--- src/rtl/rs_pipe_rx_pkg.sv ---
// rs_pipe_pkg -- shared constants and sizing helpers for the rs_pipe_rx
// receive block.
//
// Contents:
//   PIPE_STAGES_MAX : largest supported number of link register stages per direction
//   SKID_MARGIN     : slack words on top of the round-trip flight
//   skid_words()    : words that can still arrive after rdy_up drops
//   ptr_width()     : FIFO pointer width for a given depth
//   occ_width()     : occupancy counter width (must also represent "full")
//   is_pow2()       : depth legality helper
package rs_pipe_pkg;

    localparam int PIPE_STAGES_MAX = 8;
    localparam int SKID_MARGIN     = 2;

    // Words that can still land after rdy_up is deasserted. This covers the
    // forward and backward link flight plus the two local register hops.
    function automatic int skid_words(input int pipeStages);
        return 2 * pipeStages + SKID_MARGIN;
    endfunction

    function automatic int ptr_width(input int depth);
        return $clog2(depth);
    endfunction

    // One extra bit so that the value FIFO_DEPTH itself is representable.
    function automatic int occ_width(input int depth);
        return $clog2(depth) + 1;
    endfunction

    function automatic bit is_pow2(input int value);
        return (value > 0) && ((value & (value - 1)) == 0);
    endfunction

endpackage

--- src/rtl/rs_pipe_rx_if.sv ---
// rs_pipe_rx_if -- link-side and kernel-side stream signals of rs_pipe_rx.
//
// Signals:
//   din, din_vld    : payload and valid arriving from the forward link pipeline
//   rdy_up          : credit returned into the backward link pipeline
//   dout, dout_vld  : registered first-word-fall-through output to the kernel
//   dout_rdy        : kernel accepts dout this cycle
//
// Modports:
//   slave  : the receive block (rs_pipe_rx)
//   master : the environment (link sender plus downstream kernel)
interface rs_pipe_rx_if #(
    parameter int PAYLOAD_BITS = 32
);

    logic [PAYLOAD_BITS-1:0] din;
    logic                    din_vld;
    logic                    rdy_up;
    logic [PAYLOAD_BITS-1:0] dout;
    logic                    dout_vld;
    logic                    dout_rdy;

    modport slave (
        input  din,
        input  din_vld,
        input  dout_rdy,
        output rdy_up,
        output dout,
        output dout_vld
    );

    modport master (
        output din,
        output din_vld,
        output dout_rdy,
        input  rdy_up,
        input  dout,
        input  dout_vld
    );

endinterface

--- src/rtl/rs_pipe_rx_fifo.sv ---
// rs_pipe_rx_fifo -- plain dual-pointer storage for rs_pipe_rx.
//
// The owner decides when writing and reading are legal. This module only
// stores words and advances its pointers; it applies no flow-control policy.
// Pointers wrap naturally because FIFO_DEPTH is a power of two.
//
// Ports:
//   clk_i     : clock, rising edge
//   rst_i     : asynchronous active-high reset (clears pointers only)
//   wrEn_i    : write wrData_i at the write pointer and advance it
//   wrData_i  : word to store
//   rdEn_i    : advance the read pointer (the word was consumed)
//   rdData_o  : word at the read pointer (combinational read)
module rs_pipe_rx_fifo
    import rs_pipe_pkg::*;
#(
    parameter int PAYLOAD_BITS = 32,
    parameter int FIFO_DEPTH   = 16
) (
    input  logic                    clk_i,
    input  logic                    rst_i,
    input  logic                    wrEn_i,
    input  logic [PAYLOAD_BITS-1:0] wrData_i,
    input  logic                    rdEn_i,
    output logic [PAYLOAD_BITS-1:0] rdData_o
);

    localparam int PTR_W = ptr_width(FIFO_DEPTH);

    logic [PAYLOAD_BITS-1:0] mem_q [FIFO_DEPTH];
    logic [PTR_W-1:0]        wrPtr_q;
    logic [PTR_W-1:0]        rdPtr_q;

    // Pointers restart at slot zero on reset, so anything left in the array
    // becomes unreachable.
    always_ff @(posedge clk_i or posedge rst_i) begin
        if (rst_i) begin
            wrPtr_q <= '0;
            rdPtr_q <= '0;
        end else begin
            if (wrEn_i) begin
                wrPtr_q <= wrPtr_q + PTR_W'(1);
            end
            if (rdEn_i) begin
                rdPtr_q <= rdPtr_q + PTR_W'(1);
            end
        end
    end

    // The storage array itself needs no reset.
    always_ff @(posedge clk_i) begin
        if (wrEn_i) begin
            mem_q[wrPtr_q] <= wrData_i;
        end
    end

    assign rdData_o = mem_q[rdPtr_q];

endmodule

--- src/rtl/rs_pipe_rx.sv ---
// rs_pipe_rx -- receive end of a pipelined stream link.
//
// Words arrive PIPE_STAGES registers after the sender launched them, with no
// handshake. The credit returns through another PIPE_STAGES registers. A
// local FIFO absorbs every word still in flight when rdy_up drops. Toward
// the kernel the block provides a registered first-word-fall-through
// valid/ready stream.
//
// Parameters:
//   PAYLOAD_BITS : data width (the interface instance must use the same width)
//   PIPE_STAGES  : link register stages per direction, 0..8
//   FIFO_DEPTH   : total words held, including the output register; a power
//                  of two and >= skid_words(PIPE_STAGES) + 2
//
// Ports:
//   ap_clk     : clock, rising edge
//   ap_rst     : asynchronous active-high reset
//   link       : rs_pipe_rx_if.slave (din/din_vld/rdy_up/dout/dout_vld/dout_rdy)
//   occupancy  : words held, including the output register
//   ovf        : sticky overflow flag (present only with RS_PIPE_RX_OVF_CHECK_EN)
//
// Optional build macro RS_PIPE_RX_OVF_CHECK_EN adds the ovf port and a
// simulation assertion on dropped pushes. Without it, a push into a full
// block that has no simultaneous pop is discarded silently.
module rs_pipe_rx
    import rs_pipe_pkg::*;
#(
    parameter int PAYLOAD_BITS = 32,
    parameter int PIPE_STAGES  = 2,
    parameter int FIFO_DEPTH   = 16
) (
    input  logic                             ap_clk,
    input  logic                             ap_rst,
    rs_pipe_rx_if.slave                      link,
    output logic [occ_width(FIFO_DEPTH)-1:0] occupancy
`ifdef RS_PIPE_RX_OVF_CHECK_EN
    , output logic                           ovf
`endif
);

    localparam int SKID  = skid_words(PIPE_STAGES);
    localparam int OCC_W = occ_width(FIFO_DEPTH);

    localparam logic [OCC_W-1:0] FULL_LEVEL = OCC_W'(FIFO_DEPTH);
    localparam logic [OCC_W-1:0] RDY_LIMIT  = OCC_W'(FIFO_DEPTH - SKID);

    // Parameter legality is enforced at elaboration time.
    if (PIPE_STAGES < 0 || PIPE_STAGES > PIPE_STAGES_MAX) begin : g_badStages
        $error("rs_pipe_rx: PIPE_STAGES must be within 0..%0d", PIPE_STAGES_MAX);
    end
    if (!is_pow2(FIFO_DEPTH)) begin : g_badDepthPow2
        $error("rs_pipe_rx: FIFO_DEPTH must be a power of two");
    end
    if (FIFO_DEPTH < SKID + 2) begin : g_badDepthSkid
        $error("rs_pipe_rx: FIFO_DEPTH must be at least %0d", SKID + 2);
    end

    logic [PAYLOAD_BITS-1:0] dout_q,    dout_d;
    logic                    doutVld_q, doutVld_d;
    logic [OCC_W-1:0]        occ_q,     occ_d;
    logic                    rdyUp_q,   rdyUp_d;

    logic                    pop;
    logic                    full;
    logic                    pushAcc;
    logic                    memEmpty;
    logic                    load;
    logic [PAYLOAD_BITS-1:0] fifoRdData;

    // Storage for words that have not yet moved into the output register.
    rs_pipe_rx_fifo #(
        .PAYLOAD_BITS (PAYLOAD_BITS),
        .FIFO_DEPTH   (FIFO_DEPTH)
    ) u_fifo (
        .clk_i    (ap_clk),
        .rst_i    (ap_rst),
        .wrEn_i   (pushAcc),
        .wrData_i (link.din),
        .rdEn_i   (load),
        .rdData_o (fifoRdData)
    );

    // Flow control and next-state logic. occ_q counts the array contents plus
    // the output register. The array is therefore empty exactly when occ_q
    // equals doutVld_q. The output register reloads from the array whenever
    // it is empty or is being emptied by a pop. That load is what produces the
    // one-cycle fall-through latency. A push while full is accepted only when
    // a pop frees a slot on the same edge.
    always_comb begin
        pop       = doutVld_q && link.dout_rdy;
        full      = (occ_q == FULL_LEVEL);
        pushAcc   = link.din_vld && (!full || pop);
        memEmpty  = (occ_q == OCC_W'(doutVld_q));
        load      = !memEmpty && (!doutVld_q || pop);

        occ_d     = occ_q + OCC_W'(pushAcc) - OCC_W'(pop);
        dout_d    = load ? fifoRdData : dout_q;
        doutVld_d = load || (doutVld_q && !pop);
        rdyUp_d   = (occ_d <= RDY_LIMIT);
    end

    // Output register, occupancy counter and credit register. rdy_up is
    // computed from the next occupancy. When it falls, the FIFO still has at
    // least SKID free slots for the words already in flight.
    always_ff @(posedge ap_clk or posedge ap_rst) begin
        if (ap_rst) begin
            dout_q    <= '0;
            doutVld_q <= 1'b0;
            occ_q     <= '0;
            rdyUp_q   <= 1'b0;
        end else begin
            dout_q    <= dout_d;
            doutVld_q <= doutVld_d;
            occ_q     <= occ_d;
            rdyUp_q   <= rdyUp_d;
        end
    end

    assign link.dout     = dout_q;
    assign link.dout_vld = doutVld_q;
    assign link.rdy_up   = rdyUp_q;
    assign occupancy     = occ_q;

`ifdef RS_PIPE_RX_OVF_CHECK_EN
    logic pushDrop;
    logic ovf_q;

    assign pushDrop = link.din_vld && !pushAcc;

    // Sticky record of any dropped push. A drop means the sender ignored the
    // credit protocol; only reset clears the flag.
    always_ff @(posedge ap_clk or posedge ap_rst) begin
        if (ap_rst) begin
            ovf_q <= 1'b0;
        end else if (pushDrop) begin
            ovf_q <= 1'b1;
        end
    end

    assign ovf = ovf_q;

    // Report the protocol violation on the edge where the word is lost.
    always_ff @(posedge ap_clk) begin
        if (!ap_rst) begin
            assert (!pushDrop)
                else $error("rs_pipe_rx: push dropped while full (overflow)");
        end
    end
`endif

endmodule

--- src/flat_wrapper.sv ---
// flat-port wrapper written by rule: the top's interface ports become plain ports
module rs_pipe_rx_flat import rs_pipe_pkg::*;
#(
    parameter int PAYLOAD_BITS = 32,
    parameter int PIPE_STAGES  = 2,
    parameter int FIFO_DEPTH   = 16
)
  (ap_clk, ap_rst, occupancy, link_din, link_din_vld, link_dout_rdy, link_rdy_up, link_dout, link_dout_vld);
  rs_pipe_rx_if #(.PAYLOAD_BITS(PAYLOAD_BITS)) link_i ();
  input  logic ap_clk;
  input  logic ap_rst;
  output logic [occ_width(FIFO_DEPTH)-1:0] occupancy;
  input wire logic [$bits(link_i.din)-1:0] link_din;
  input wire logic [$bits(link_i.din_vld)-1:0] link_din_vld;
  input wire logic [$bits(link_i.dout_rdy)-1:0] link_dout_rdy;
  output wire logic [$bits(link_i.rdy_up)-1:0] link_rdy_up;
  output wire logic [$bits(link_i.dout)-1:0] link_dout;
  output wire logic [$bits(link_i.dout_vld)-1:0] link_dout_vld;
  assign link_i.din = link_din;
  assign link_i.din_vld = link_din_vld;
  assign link_i.dout_rdy = link_dout_rdy;
  assign link_rdy_up = link_i.rdy_up;
  assign link_dout = link_i.dout;
  assign link_dout_vld = link_i.dout_vld;
  rs_pipe_rx #(.PAYLOAD_BITS(PAYLOAD_BITS), .PIPE_STAGES(PIPE_STAGES), .FIFO_DEPTH(FIFO_DEPTH)) u_core (.ap_clk(ap_clk), .ap_rst(ap_rst), .link(link_i), .occupancy(occupancy));
endmodule
--- config.mk ---
export PLATFORM = sky130hd
export DESIGN_NAME = rs_pipe_rx_flat
export DESIGN_NICKNAME = d
export VERILOG_FILES = /design/src/rtl/rs_pipe_rx_pkg.sv /design/src/rtl/rs_pipe_rx_if.sv /design/src/rtl/rs_pipe_rx_fifo.sv /design/src/rtl/rs_pipe_rx.sv /design/src/flat_wrapper.sv
export SDC_FILE = /design/constraint.sdc
export NUM_CORES = 1
export LEC_CHECK = 0
export ABC_AREA = 1
export CORE_ASPECT_RATIO = 1.5
export CORE_MARGIN = 10
export CORE_UTILIZATION = 33
export CTS_BUF_LIST = sky130_fd_sc_hd__clkbuf_4
export DETAILED_ROUTE_END_ITERATION = 16
export PLACE_DENSITY = 0.45
export SYNTH_ARGS = -nofsm -noshare
export SYNTH_HDL_FRONTEND = slang
export SYNTH_SLANG_ARGS = --single-unit
--- constraint.sdc ---
create_clock -name ap_clk -period 7.32 [get_ports ap_clk]
set_clock_uncertainty 0.15 [all_clocks]
set_input_delay 1.098 -clock ap_clk [delete_from_list [all_inputs] [get_ports ap_clk]]
set_output_delay 1.098 -clock ap_clk [all_outputs]
set_load 0.1 [all_outputs]
==> flow_summary_export.csv <==
group,metric,value,unit
critical_path,crit_family,"buffers and inverters",
grt,grt-ovfl-total,0,
sta,hold_viol,0,
final_layout,syn_to_final_growth,15.1,%
grt,grt_pass1_vias,15100,
die,die-area,79400,um^2
synthesis,synth.largest_area_cell,"edfxtp_1",
cts,clock-sinks,559,
hold_path,min_path_type,"reg2reg",
critical_path,crit_arrival,2480,ps
synthesis,synthArstFlopShare,0.0841,
drt,postRouteAntennaNets,0,
critical_path,cpMaxStageDelayCell,"clkdlybuf4s50_1",
drt,drc,0,
final_layout,layout.nets,2096,
hold_path,min_from,"u_core.link.dout[23]",
synthesis,yosysMostFrequentCell,"nand2_1",
cts,cts-resized-gates,0,
synthesis,yosysTopAreaCellShare,0.682,
synthesis,yosys_warnings,0,
sta,fin_crit_sh,0.509,
sta,fin_crit,3720,ps
power_and_ir_drop,irDropWorstVdd,336,uV
drt,via_count,14800,
drt,via_per_inst,4.85,
critical_path,crit_path_start,"u_core.occupancy[1]",
synthesis,ys.flop_type,"edfxtp_1",
synthesis,syn_inst,1909,
synthesis,synth_edf_count,512,
critical_path,worstSetupEndpointType,"primary output",
grt,grt.total_usage,0.162,
sta,slew_violations,0,
synthesis,synth-seq-area-share,0.734,
power_and_ir_drop,power.density,420,nW/um^2
die,die_x,233,um
synthesis,synth_cell_types,24,
final_layout,fin_area,26000,um^2
critical_path,crit_fanout,4,
sta,setup_tns,0,ps
cts,cts_buffer_depth,3,
place,hpwl,35.6,mm
grt,antenna_found_initial,4,
sta,maxSlewHeadroom,0.117,
drt,drtIter0Drc,1027,
drt,wl_per_cell,21.1,um
critical_path,critPathKind,"reg2out",
sta,setup_viol,0,
synthesis,synthTopCellsByCount,"nand2_1 (791), edfxtp_1 (512), nand3_1 (330)",
grt,met3_usage,0.0356,
drt,dr.pass1.iters,5,
drt,wirelength,64.4,mm
synthesis,ys_ff_latch,559,
cts,tritoncts,"yes",
final_layout,final_layout_size_suffix_gt1_frac,0.129,
critical_path,r2r_start,"u_core.u_fifo.rdPtr_q[0]",
cts,hold_buffers,0,
critical_path,crit_chain,"clkdlybuf4s50_1",
cts,root_buffer,"clkbuf_4",
cts,path_clk_slew,70,ps
sta,rsz0062_at_grt,"no",
final_layout,fillers,6547,
place,gp_congestion,0.765,
place,placed_area,24100,um^2
final_layout,multi_input_area,5300,um^2
synthesis,netlist_top_cells_area,"edfxtp_1 (68%), nand2_1 (13%), nand3_1 (7.3%), dfrtp_1 (5.2%), buf_4 (1.0%)",
die,core_area,67800,um^2
grt,grt_pass1_wl,95.8,mm
final_layout,register_area,16600,um^2
die,die_h,340,um
critical_path,startpoint_type,"register",
grt,busiest_layer,"met2",
place,preCtsSetupSlack,2650,ps
power_and_ir_drop,p_total,10900,uW
synthesis,synth_nets,1957,
die,io-pin-count,75,
cts,cts_setup_buffers,0,
sta,post-route-worst-setup-slack,3600,ps
synthesis,syn_avg_cell_area,11.8,um^2
place,numPortBuffers,74,
cts,htreeDepth,4,
die,rows,117,
critical_path,crit_buf_inv,1,
cts,numCtsBuffers,139,
grt,use_met2,0.287,
run,maxCapViolations,0,
critical_path,cp_slowest_stage_delay,1180,ps
synthesis,netlist_area,22600,um^2
sta,fmax,268,MHz
power_and_ir_drop,p_leak,0.00981,uW
run_status,outcome,"complete, no violations",
cts,insertion_delay,870,ps
grt,use_met1,0.184,
critical_path,crit_required,6070,ps
grt,grt_max_degree,165,
die,initial_core_util,0.333,
sta,worst_pin_slew,1320,ps
==> report_power, final <==
group          switching (uW)  internal (uW)  total (uW)
Sequential                232           3900        4130
Clock                    1270           1450        2720
Combinational            3060            989        4050
Total                    4560           6340       10900
==> flip-flops by register name, indices dropped and copies added (netlist names) <==
| register | cells |
|---|---|
| u_core.occupancy | 5 |
| u_core.u_fifo.wrPtr_q | 4 |
| u_core.link.rdy_up | 1 |
| u_core.u_fifo.rdPtr_q | 4 |
| u_core.link.dout | 32 |
| u_core.link.dout_vld | 1 |
| u_core.u_fifo.mem_q | 512 |
==> routing by layer <==
metal | vias to the layer above | wire length, um
li1 | 6959 | -
met1 | 7308 | 25200
met2 | 430 | 34000
met3 | 119 | 3360
met4 | 2 | 1850
met5 | - | 8
==> final timing paths <==
kind / endpoint / slack, ps / depth (start not counted)
worst max-delay path: occupancy[1] / 3600 / 1
worst min-delay path: u_core.link.dout[23] / 330 / 2
worst max register to register: u_core.link.dout[0] / 3770 / 10
worst min register to register: u_core.link.dout[23] / 330 / 2
max in group asynchronous: u_core.u_fifo.rdPtr_q[0] / 5750 / 3
min in group asynchronous: u_core.link.dout[29] / 590 / 3
==> cell type report <==
type,count,share of cell area
clock inverter,49,0.0127
sequential,559,0.638
inverter,30,0.00487
tap,892,0.0430
clock buffer,203,0.0587
antenna,3,0.000289
timing repair buffer,107,0.0381
multi-input combinational,1211,0.204
==> per-stage QoR <==
stage / cells / hold WS, ps / utilization
finish: 3054 / 328 / 0.383
floorplan: 1909 / 433 / -
CTS: 3051 / 335 / 0.383
global placement: 2799 / 315 / 0.355
global route: 3053 / 353 / 0.383
detailed placement: 2799 / 314 / 0.355
==> cells by family after synthesis <==
| logic type | Yosys count | synth area share |
|---|---|---|
| AOI/OAI and AO/OA | 49 | 0.0113 |
| xor gates and xnor gates | 8 | 0.00311 |
| adders and majority gates | 12 | 0.00699 |
| buffers and inverters | 139 | 0.0358 |
| DFF | 559 | 0.734 |
| and+or+nand+nor | 1142 | 0.209 |
==> worst min-delay path, stage by stage (launching register included) <==
cell and delay (ps):
dfrtp_1 340, nand2_1 50, nand2_1 50
==> cells in the final DEF (no fill, tap or decap) <==
cell type        count
xor2_1               7
buf_4               33
nand3_1            330
fa_1                 1
clkbuf_4           203
clkdlybuf4s50_1     74
bufinv_16            5
dfrtp_2              1
dfrtp_4              2
nor2_4               5
dfrtp_1             44
nand4_1              1
edfxtp_1           512
clkinv_8             1
o21bai_1             2
nor2_1               3
diode_2              3
inv_2               10
a21oi_1             41
ha_1                11
xnor2_1              1
clkinv_2             3
clkinvlp_4           3
nor3_2              12
nand2_1            791
o21ai_4              1
clkinv_1            34
inv_1               23
o21ai_0              5
(Power assumes the default switching activity.)
